$ cat config.mk
export PLATFORM = sky130hd
export DESIGN_NAME = path_open_list_pq
export DESIGN_NICKNAME = d
export VERILOG_FILES = /design/src/rtl/path_open_list_pq.sv
export SDC_FILE = /design/constraint.sdc
export NUM_CORES = 1
export LEC_CHECK = 0
export ABC_AREA = 0
export CELL_PAD_IN_SITES_DETAIL_PLACEMENT = 0
export CELL_PAD_IN_SITES_GLOBAL_PLACEMENT = 1
export CORE_ASPECT_RATIO = 1.2
export CORE_MARGIN = 5
export CORE_UTILIZATION = 44
export CTS_BUF_LIST = sky130_fd_sc_hd__clkbuf_8
export DETAILED_ROUTE_END_ITERATION = 6
export PLACE_DENSITY = 0.78
export SETUP_SLACK_MARGIN = 0.05
export SYNTH_ARGS = -nofsm -noshare
export SYNTH_HDL_FRONTEND = slang
export SYNTH_SLANG_ARGS = --single-unit
$ cat constraint.sdc
create_clock -name system1000 -period 3.1 [get_ports system1000]
set_input_delay 0.93 -clock system1000 [delete_from_list [all_inputs] [get_ports system1000]]
set_output_delay 0.93 -clock system1000 [all_outputs]
set_load 0.05 [all_outputs]
$ cat src/rtl/path_open_list_pq.sv
// path_open_list_pq: open-list priority queue for A* search, kept sorted by ascending f = g + h.
// Ports: system1000/system1000_rstn are the clock and the async active-low reset.
//   in_*: command handshake (op 00 insert, 01 pop, 10 clear, 11 no-op) and the record to insert.
//   out_*: one-entry buffer holding the popped record.
//   count/empty/full: occupancy. err_drop/err_underflow: one-cycle error pulses.
// Optional feature: define PQ_UPDATE_EN to enable decrease-key on a matching id.
module path_open_list_pq #(
  parameter int DEPTH = 4,
  parameter int KW = 16,
  parameter int IW = 16
) (
  input  logic                         system1000,
  input  logic                         system1000_rstn,
  input  logic                         in_valid,
  output logic                         in_ready,
  input  logic [1:0]                   in_op,
  input  logic [IW-1:0]                in_id,
  input  logic [KW-1:0]                in_g,
  input  logic [KW-1:0]                in_h,
  output logic                         out_valid,
  input  logic                         out_ready,
  output logic [IW-1:0]                out_id,
  output logic [KW-1:0]                out_g,
  output logic [KW-1:0]                out_h,
  output logic [KW-1:0]                out_f,
  output logic [$clog2(DEPTH+1)-1:0]   count,
  output logic                         empty,
  output logic                         full,
  output logic                         err_drop,
  output logic                         err_underflow
);
  localparam int CW = $clog2(DEPTH+1);
  typedef struct packed {
    logic          v;
    logic [IW-1:0] id;
    logic [KW-1:0] g;
    logic [KW-1:0] h;
    logic [KW-1:0] f;
  } rec_t;
  localparam rec_t EMPTY = '{v: 1'b0, id: '0, g: {{(KW-1){1'b1}}, 1'b0},
                             h: {{(KW-1){1'b1}}, 1'b0}, f: {1'b0, {(KW-1){1'b1}}}};
  rec_t r_q [DEPTH];
  rec_t w_nq [DEPTH];
  rec_t w_new;
  logic [CW-1:0] r_cnt;
  logic r_ov, r_drop, r_uf;
  logic [IW-1:0] r_oid;
  logic [KW-1:0] r_og, r_oh, r_of;
  logic [KW:0] w_sum;
  logic [KW-1:0] w_f;
  logic w_idle, w_acc, w_clr, w_pop_ok, w_do_ins, w_do_rm, w_full;
  logic [DEPTH-1:0] w_after, w_mask;
  assign w_sum = {1'b0, in_g} + {1'b0, in_h};
  assign w_f = w_sum[KW] ? '1 : w_sum[KW-1:0];
  assign w_full = r_cnt == CW'(DEPTH);
  assign in_ready = w_idle && (!r_ov || out_ready);
  assign w_acc = in_valid && in_ready;
  assign w_clr = w_acc && in_op == 2'b10;
  assign w_pop_ok = w_acc && in_op == 2'b01 && r_cnt != '0;
`ifdef PQ_UPDATE_EN
  typedef enum logic {IDLE, UPD} state_t;
  state_t r_state;
  rec_t r_p;
  logic [DEPTH-1:0] w_match, w_pre;
  logic [KW-1:0] w_mf;
  logic w_hit, w_dec;
  assign w_idle = r_state == IDLE;
  // In UPD the held record is re-inserted after its old copy was removed
  assign w_new = (r_state == UPD) ? r_p : '{1'b1, in_id, in_g, in_h, w_f};
  for (genvar m = 0; m < DEPTH; m++) begin : g_m
    assign w_match[m] = r_q[m].v && r_q[m].id == in_id;
  end
  // w_pre marks the matching entry and everything after it, i.e. the slots that shift up on removal
  always_comb begin
    logic h;
    h = 1'b0;
    w_mf = '0;
    for (int i = 0; i < DEPTH; i++) begin
      if (w_match[i] && !h) w_mf = r_q[i].f;
      h = h | w_match[i];
      w_pre[i] = h;
    end
    w_hit = h;
  end
  assign w_dec = w_acc && in_op == 2'b00 && w_hit && w_f < w_mf;
  assign w_do_ins = (w_acc && in_op == 2'b00 && !w_hit) || r_state == UPD;
  assign w_do_rm = w_pop_ok || w_dec;
  assign w_mask = w_pop_ok ? '1 : w_pre;
`else
  assign w_idle = 1'b1;
  assign w_new = '{1'b1, in_id, in_g, in_h, w_f};
  assign w_do_ins = w_acc && in_op == 2'b00;
  assign w_do_rm = w_pop_ok;
  assign w_mask = '1;
`endif
  // Valid entries are sorted, so w_after is a thermometer code starting at the insert slot
  for (genvar e = 0; e < DEPTH; e++) begin : g_e
    rec_t w_dn, w_up;
    assign w_after[e] = !r_q[e].v || r_q[e].f > w_new.f;
    if (e == 0) begin : g_first
      assign w_dn = w_new;
    end else begin : g_rest
      assign w_dn = w_after[e-1] ? r_q[e-1] : w_new;
    end
    if (e == DEPTH-1) begin : g_last
      assign w_up = EMPTY;
    end else begin : g_mid
      assign w_up = r_q[e+1];
    end
    assign w_nq[e] = w_clr ? EMPTY :
                     w_do_rm ? (w_mask[e] ? w_up : r_q[e]) :
                     (w_do_ins && w_after[e]) ? w_dn : r_q[e];
  end
  always_ff @(posedge system1000 or negedge system1000_rstn) begin
    if (!system1000_rstn) begin
      for (int i = 0; i < DEPTH; i++) r_q[i] <= EMPTY;
      r_cnt <= '0;
      r_ov <= 1'b0;
      r_oid <= '0;
      r_og <= '0;
      r_oh <= '0;
      r_of <= '0;
      r_drop <= 1'b0;
      r_uf <= 1'b0;
`ifdef PQ_UPDATE_EN
      r_state <= IDLE;
      r_p <= '0;
`endif
    end else begin
      r_q <= w_nq;
      r_cnt <= w_clr ? '0 : w_do_rm ? r_cnt - CW'(1) : (w_do_ins && !w_full) ? r_cnt + CW'(1) : r_cnt;
      r_drop <= w_do_ins && w_full;
      r_uf <= w_acc && in_op == 2'b01 && r_cnt == '0;
      if (w_pop_ok) begin
        r_ov <= 1'b1;
        r_oid <= r_q[0].id;
        r_og <= r_q[0].g;
        r_oh <= r_q[0].h;
        r_of <= r_q[0].f;
      end else if (out_ready) begin
        r_ov <= 1'b0;
      end
`ifdef PQ_UPDATE_EN
      r_state <= w_dec ? UPD : IDLE;
      if (w_dec) r_p <= w_new;
`endif
    end
  end
  assign out_valid = r_ov;
  assign out_id = r_oid;
  assign out_g = r_og;
  assign out_h = r_oh;
  assign out_f = r_of;
  assign count = r_cnt;
  assign empty = r_cnt == '0;
  assign full = w_full;
  assign err_drop = r_drop;
  assign err_underflow = r_uf;
endmodule

# Word level (Yosys, flattened, before mapping)
# Cells that the tools add are included.
dict set report word_totals {
  ram_bits 0
  romBits 0
  reg_bits 330
  mem_count 0
  latch_bits 0
}
dict set report classes {
  bitwise_logic 0
  n_eq_ne 3
  div_mod_pow 0
  n_mul 0
  shifts 0
  n_addsub 3
  muxes 21
  reduce_logical 32
  order_cmp 4
}
# cell n
set ops {}
lappend ops {{65-bit 2-to-1 mux} 15}
lappend ops {{16-bit > comparator} 4}
lappend ops {{3-bit nonzero test} 6}
lappend ops {{16-bit by 16-bit adder with 17-bit output} 1}
lappend ops {{16-bit 2-to-1 mux} 1}
lappend ops {{1-bit logical AND} 12}
lappend ops {{3-bit 2-to-1 mux} 3}
lappend ops {{1-bit zero test} 6}
lappend ops {{1-bit logical OR} 5}
lappend ops {{3-bit by 1-bit adder with 3-bit output, second input constant} 1}
lappend ops {{3-bit equality test, second input constant} 1}
lappend ops {{3-bit zero test} 1}
lappend ops {{3-bit by 1-bit subtractor with 3-bit output, second input constant} 1}
lappend ops {{2-bit by 1-bit equality test with 1-bit output, second input constant} 1}
lappend ops {{2-bit equality test, second input constant} 1}
lappend ops {{2-bit zero test} 1}
lappend ops {{1-bit 2-to-1 mux} 2}
lappend ops {{2-bit nonzero test} 1}

# Longest topological paths before layout
dict set report depth {
  ltp_word 8
  ltp_mapped 22
}

# Worst setup path after synthesis
# Ideal clock, no wire load.
dict set report synth_timing {
  kind {input port to flip-flop}
  start {input port in_g[0]}
  end {register r_q, in the netlist g_e[0].w_up[54]}
  arrival_time_ns 5.605
  setup_time_ns 0.125
  path_stages 20
  t_required_ns 2.975
  n_path_buf 3
  setup_slack_ns -2.630
  cell_sequence {ha_1 fa_1 a211o_1 a21boi_4 nor2_1 nor2_1 clkbuf_1 o21ai_0 inv_1 ha_1 nand3_1 or3_1 or3_1 or4_4 a2bb2o_4 a21o_1 buf_6 buf_6 o221a_1 mux2_4}
}
dict set report synth_between {
  elab_chain_cells 8
  elab_cells_between_ends 12
  classes_between {add/sub: 1; order compare: 2; mux: 5; reduce/logical: 4}
}
# element line
set synth_lines {}
lappend synth_lines {{from (decl)} 18} ;# input logic [KW-1:0] in_g,
lappend synth_lines {{16-bit by 16-bit adder with 17-bit output *} 53} ;# assign w_sum = {1'b0, in_g} + {1'b0, in_h};
lappend synth_lines {{16-bit 2-to-1 mux *} 54} ;# assign w_f = w_sum[KW] ? '1 : w_sum[KW-1:0];
lappend synth_lines {{16-bit > comparator} 99} ;# assign w_after[e] = !r_q[e].v || r_q[e].f > w_new.f;
lappend synth_lines {{1-bit logical OR} 99}
lappend synth_lines {{65-bit 2-to-1 mux} 103} ;# assign w_dn = w_after[e-1] ? r_q[e-1] : w_new;
lappend synth_lines {{65-bit 2-to-1 mux} 112} ;# (w_do_ins && w_after[e]) ? w_dn : r_q[e];
lappend synth_lines {{65-bit 2-to-1 mux} 111} ;# w_do_rm ? (w_mask[e] ? w_up : r_q[e]) :
lappend synth_lines {{65-bit 2-to-1 mux} 110} ;# assign w_nq[e] = w_clr ? EMPTY :
lappend synth_lines {{to (signal assigned)} 130} ;# r_q <= w_nq;
lappend synth_lines {{to (decl)} 42} ;# rec_t r_q [DEPTH];
# Mark *: on every way between the ends. The rest lies on a longest branch, timed or not. The select of a mux whose other input is x is not followed.
# A chain may end at the register's enable or synchronous reset.

# Worst setup path in the final report
dict set report layout_timing {
  start {input port in_g[3]}
  end {register r_q[254] (netlist name)}
}
dict set report layout_between {
  elab_chain_cells 6
}
# element line
set layout_lines {}
lappend layout_lines {{16-bit by 16-bit adder with 17-bit output} 53}
lappend layout_lines {{16-bit 2-to-1 mux} 54}
lappend layout_lines {{16-bit > comparator} 99}
lappend layout_lines {{1-bit logical OR} 99}
lappend layout_lines {{1-bit logical AND} 112}
lappend layout_lines {{3-bit nonzero test (no source line)} -}
# No other way between the ends.

==> impl_metrics.toml <==
[timing]
holdWs_ns = 0.255
grt_setup_unrepaired = "true"
min_period_over_period_pct = 163
maxSlewViolCount = 0
setup_violations = 259
clock_skew_ns = 0.0326
worstMarginPinSlew_ns = 0.654
finalHoldViolations = 0
fmax_ghz = 0.197
layout_setup_ws_ns = -1.97
slew_headroom_pct = 56.4
finalWorstPathRequiredPeriod_ns = 5.07

[synthesis]
syn_area_per_cell_um2 = 9.86
syn-num-nets = 2105
netlist_instances = 1977
synth_async_sr_flop_share_pct = 100
ys_ff_latch = 330
ys.flop_type = "dfstp_2"
synth_seq_area_share_pct = 43.5
synth_cell_type_count = 80
ys.warnings.count = 0
synth_edf_count = 0
synth_area_um2 = 19500

[critical_path]
crit_buf_inv = 8
worst_setup_path_end_kind = "flop"
startpoint_type = "primary input"
critical-path-top-delay-family = "simple AND/OR/NAND/NOR gates"
slowest_stage = "or4_4"
worstPathArrival_ns = 5.61
r2r-start = "r_q[208]"
cp-startpoint = "in_g[3]"
crit_path_max_fanout = 5
path_class = "in2reg"
cpPeakStageDelay_ns = 0.46
crit_required_ns = 3.65
crit_chain = "clkdlybuf4s15_2 > ha_4 > o21a_1 > a21oi_2 > buf_4 > buf_4 > a211oi_2 > nor2b_1 > xor2_1 > nand2_1 > inv_1 > ha_1 > nand2_1 > or3_4 > or3_4 > or4_4 > a2bb2oi_4 > buf_6 > o21ai_4 > a21o_4 > buf_6 > buf_8 > buf_12 > mux2_4"

[final_layout]
fill_cells = 3312
drive_gt1_share_pct = 42.2
area_delta_synth_final_pct = 46.6
utilization_pct = 65.2
layout.nets = 2545
mostFrequentLayoutCells = "nand2_1, buf_4, dfstp_2, mux2i_1, dfrtp_1"
layout_commonest_cell = "nand2_1"

[power]
p_clk_share_pct = 13.9
seq_power_share_pct = 28.7
p_per_area_nw_per_um2 = 1090
p_switching_uw = 12700
ir_worst_vdd_mv = 0.616
finalPower_uw = 31100
p_leak_uw = 0.0128
intPower_uw = 18400
swShare_pct = 40.7
combinationalPowerShare_pct = 57.4

[outcome]
violations = "negative setup slack"
status = "finished with violations"

[floorplanning]
die_y_um = 241
start_util_pct = 44.5
die_x_um = 202
dieArea_um2 = 48600
ioPinCount = 127
core_area_um2 = 43800
rows = 84

[route]
drt_wl_total_um = 75000
wl_per_cell_um = 24.8
drcViolationCount = 0
drtAntennaViolNets = 0
dr.pass1.iters = 5
detail_route.iter0.violations = 1444
avgViaCountPerCell = 5.97
vias = 18000

[clock_tree]
clock_latency_ns = 0.67
cts_tree = "yes"
cts_buffer_depth = 3
clock-sinks = 330
numCtsBuffers = 55
ctsHoldBuffers = 0
clk_pin_slew_ns = 0.06
cts_max_level = 2
root_buffer = "clkbuf_8"

[place]
port_buffers = 126
post-place-ws_ns = -3.03
dpl.hpwl_um = 43900
place_congestion = 0.931

[worst_hold_path]
hold_path.class = "in2async"

[global_route]
track_usage_pct = 29.6
grt_pass1_vias = 18700
grt_pass1_wl_um = 113000
grt-ovfl-total = 0
antenna_found_initial = 1
grt_max_degree = 77

[job]
drv_cap = 0
worst paths after layout:
path                       cells past startpoint         endpoint  slack [ns]
setup reg to reg                              13         r_q[254]       -0.44
max in group asynchronous                      2  g_e[2].w_up[44]        1.95
min in group system1000                        2       out_id[11]        0.47
setup / recovery                              24         r_q[254]       -1.97
hold reg to reg                                2       out_id[11]        0.47
hold / removal                                 1         out_h[2]        0.26
kinds of logic (layout without fill, tap and decap cells):
| group | count (synthesis) | count (layout) | synth area share, % |
|---|---|---|---|
| compound gates | 431 | 431 | 16.7 |
| simple gates | 592 | 592 | 12.7 |
| mux | 297 | 297 | 16.1 |
| fa+ha+maj | 75 | 75 | 4.88 |
| xor+xnor | 13 | 13 | 0.584 |
| other cells | 0 | 1 | 0 |
| flops | 330 | 330 | 43.5 |
| buf+inv | 239 | 724 | 5.45 |
power by group through the flow:
| stage | Combinational (µW) | Sequential (µW) | Clock (µW) |
|---|---|---|---|
| CTS | 16900 | 8810 | 4390 |
| global placement | 13100 | 8750 | 0 |
| global route | 18700 | 9150 | 4590 |
| finish | 17800 | 8920 | 4310 |
| detailed placement | 13400 | 8820 | 0 |
| floorplan | 7540 | 9820 | 0 |
state kept, by name, summed over array words and instances (netlist names):
signal and cells:
g_e.w_up 195, r_q 65, out_f 16, out_g 16, out_h 16, out_id 16, count 3, err_drop 1
err_underflow 1, out_valid 1
worst register-to-register path: cells and delay by family (launching register included):
kind,cells,cell delay (ns)
mux,1,0.30
buf+inv,4,0.52
flops,1,0.59
compound gates,3,0.47
fa+ha+maj,1,0.17
simple gates,4,1.36
per-stage QoR:
stage               instance area [µm²]  setup TNS [ns]  std cells
global placement                  23700         -743.33       2789
floorplan                         20100         -528.96       1977
finish                            28600         -471.72       3022
CTS                               28000         -452.70       3015
global route                      28600         -494.78       3022
detailed placement                23700         -755.21       2789
cell usage after synthesis, drive strengths merged (7+ instances only):
cell type  instances  area (µm²)
dfrtp            150        3750
nand3             42         210
inv               98         368
a221oi            53         464
o21ai             82         452
a31oi             13        81.3
nor3              15        75.1
nand2            357        1340
nor2             123         462
o31ai              8        70.1
or3               10        62.6
ha                72         901
a211o             11        96.3
a211oi            22         170
dfstp            180        4730
buf               54         368
o211ai            19         143
clkbuf            86         323
o221ai            22         193
nand4             11        68.8
a221o             33         330
o221a             19         214
or3b              12         105
mux2             113        1310
a21o              21         158
mux2i            184        1840
a21oi             84         439
o21a               8        60.1
xor2               7        61.3
layer usage:
layer,share of wire [%],GRT usage (%)
met1,41,38.1
met2,47,48.4
met3,6.6,5.48
met4,5.5,14.7
met5,0,0
final cells by class:
class,instances,area [µm²],share of cell area [%]
diodes,1,2.50,0.00875
flip-flops and latches,330,8480,29.7
multi-input cells,1408,11800,41.3
inverters,99,387,1.35
well taps,559,699,2.45
repair buffers,523,5990,21.0
clock inverters,30,226,0.792
clock buffers,72,991,3.47
what timing repair did:
item | 4_1_cts | 5_1_grt
setup buffers | 87 | 13
cloned | 41 | 7
gates resized for setup | 333 | 145
pin swaps | 102 | 83
setup endpoints to repair | 261 | 259
Note: power is estimated with default switching activity, not from simulation.
==> variant (same flow settings) <==
Build with the macro `PQ_UPDATE_EN` defined.
--- a/src/rtl/path_open_list_pq.sv
+++ b/src/rtl/path_open_list_pq.sv
@@ -4,6 +4,8 @@
 //   out_*: one-entry buffer holding the popped record.
 //   count/empty/full: occupancy. err_drop/err_underflow: one-cycle error pulses.
 // Optional feature: define PQ_UPDATE_EN to enable decrease-key on a matching id.
+`define PQ_UPDATE_EN
+
 module path_open_list_pq #(
   parameter int DEPTH = 4,
   parameter int KW = 16,
Behaviour: not the same (Yosys sat finds a counterexample within 4 cycles, from zero or initial values and one cycle with system1000_rstn low).
==> variant against the original RTL <==
The flow finishes with violations (design-rule violations, negative setup slack); sequential cell count grew 66; routed wire length is 35% higher; worst setup slack worse by 0.33 ns; critical path depth up 3; design area grew 26%; clock power is 20% higher; area after synthesis up 21%; sequential share of layout area is 1.5 points lower; synthesized cell count up 35%; total power is 13% higher; count of clock-buffer cells in the layout increased by 21.
==> variant: results (changes against the original RTL) <==
[run_status] violations in the final reports design-rule violations, negative setup slack [was negative setup slack]
[clock_network] clock latency reported for the late side of the worst-skew pair 0.71 ns [was 0.67 ns]
[worst_setup_path] Worst Reg-to-Reg Cells 25 [was 13]
[yosys] Mean Syn Cell Area 8.82 um2 [was 9.86 um2]
[timing] minimum setup slack in the final design -2.30 ns [was -1.97 ns]
[yosys] multiplexer share of the synthesized area 8.78% [was 16.1%]
[finish] final-layout fill cell count 4019 [was 3312]
[timing] total of endpoints with negative setup slack in the final report 331 [was 259]
[yosys] dominant register cell in the synthesized netlist sky130_fd_sc_hd__dfrtp_1 [was sky130_fd_sc_hd__dfstp_2]
[worst_setup_path] master of the slowest instance on the critical path sky130_fd_sc_hd__nor4_4 [was sky130_fd_sc_hd__or4_4]
[placement] instance area after placement 0.0297 mm2 [was 0.0237 mm2]
[finish] NumNets Final 3507 [was 2545]
[routing] via count normalized by instance count 6.00 [was 5.97]
[run_status] run status finished with violations [unchanged]
[timing] Max Clock Skew 0.0439 ns [was 0.0326 ns]
[worst_setup_path] Register-to-Register Setup Slack -2.20 ns [was -0.44 ns]
[clock_network] number of clock buffers inserted by TritonCTS 71 [was 55]
[yosys] commonest cells in the netlist 623 x sky130_fd_sc_hd__nand2_1, 256 x sky130_fd_sc_hd__o21ai_0, 216 x sky130_fd_sc_hd__dfrtp_1, 201 x sky130_fd_sc_hd__nor2_1, 180 x sky130_fd_sc_hd__dfstp_2 [was 357 x sky130_fd_sc_hd__nand2_1, 184 x sky130_fd_sc_hd__mux2i_1, 180 x sky130_fd_sc_hd__dfstp_2, 150 x sky130_fd_sc_hd__dfrtp_1, 123 x sky130_fd_sc_hd__nor2_1]
[clock_network] H-tree depth reported by CTS 3 [was 2]
[yosys] Synth Area in Adders 5.21% [was 4.88%]
[worst_setup_path] source of the worst register-to-register timing path g_e[0].w_up[55] [was r_q[208]]
[yosys] number of nets produced by synthesis 2824 [was 2105]
[routing] detailed-route DRC error count 3 [was 0]
[power_and_ir_drop] worst voltage drop across the vdd grid 0.000716 V [was 0.000616 V]
[worst_setup_path] critical path fanouts, max 16 [was 5]
[yosys] fraction of synthesized cell area in xor and xnor cells 2.86% [was 0.584%]
[timing] Worst Tran Pin Value 0.917 ns [was 0.654 ns]
[placement] cell count after placement 3810 [was 2789]
[global_routing] pin count of the biggest net entering global routing 80 [was 77]
[worst_setup_path] CP arrival 6.00 ns [was 5.61 ns]
## variant: power by group
group          switching, uW  internal (uW)  leakage, uW
sequential              1680           8020      0.00469
clock                   2480           2700     0.000842
combinational          10900           9240       0.0111
total                  15000          20000       0.0166
## variant: final cells by class
cell class	instances	area (um2)	area share, %
Clock inverter	35	173	0.480
Inverter	57	221	0.616
Timing Repair Buffer	808	8690	24.1
Tap cell	712	891	2.48
Clock buffer	93	1280	3.56
Multi-Input combinational cell	2022	14600	40.5
Sequential cell	396	10100	28.2
Antenna cell	1	2.50	0.00696
## variant: kinds of logic after synthesis
logic type                 after synthesis
DFF                                    396
and+or+nand+nor                        976
xor gates and xnor gates                77
buffers and inverters                  258
AOI/OAI and AO/OA                      676
muxes                                  193
adders and majority gates               97
## variant: worst max path at each step
stage               startpoint              end  slack (ns)
floorplan              in_g[0]         count[2]       -2.60
global placement       in_g[0]  g_e[1].w_up[15]       -3.39
detailed placement     in_g[0]   g_e[2].w_up[6]       -3.44
CTS                   in_id[4]         count[2]       -1.86
global route          in_id[8]         r_q[254]       -2.43
finish                in_id[8]         r_q[254]       -2.30
## variant: per-stage QoR
| step | power (uW) | utilization, % | setup slack, ns | TNS (ns) | hold slack [ns] |
|---|---|---|---|---|---|
| after floorplan | 18800 | - | -2.60 | -706.92 | 0.433 |
| after global placement | 25600 | 55.6 | -3.39 | -1050.95 | 0.443 |
| after detailed placement | 26000 | 55.6 | -3.44 | -1067.52 | 0.451 |
| after CTS | 33400 | 63.9 | -1.86 | -565.74 | 0.138 |
| after global routing | 36600 | 67.4 | -2.43 | -721.97 | 0.181 |
| final | 35000 | 67.4 | -2.30 | -695.44 | 0.171 |
## variant: repair_timing
action | CTS | global route
gates cloned | 32 | 24
pin swaps | 112 | 84
endpoints found under the setup margin | 331 | 332
buffers inserted | 92 | 52
gates resized for setup | 401 | 289
## variant: routing by layer
layer  GRT usage (%)  share of wire (%)  vias to the layer above
li1                -                  -                    10800
met1            39.0                 38                    12000
met2            51.1                 46                     1448
met3            6.55                9.1                      462
met4            15.1                6.5                        0
met5               0                  0                        -
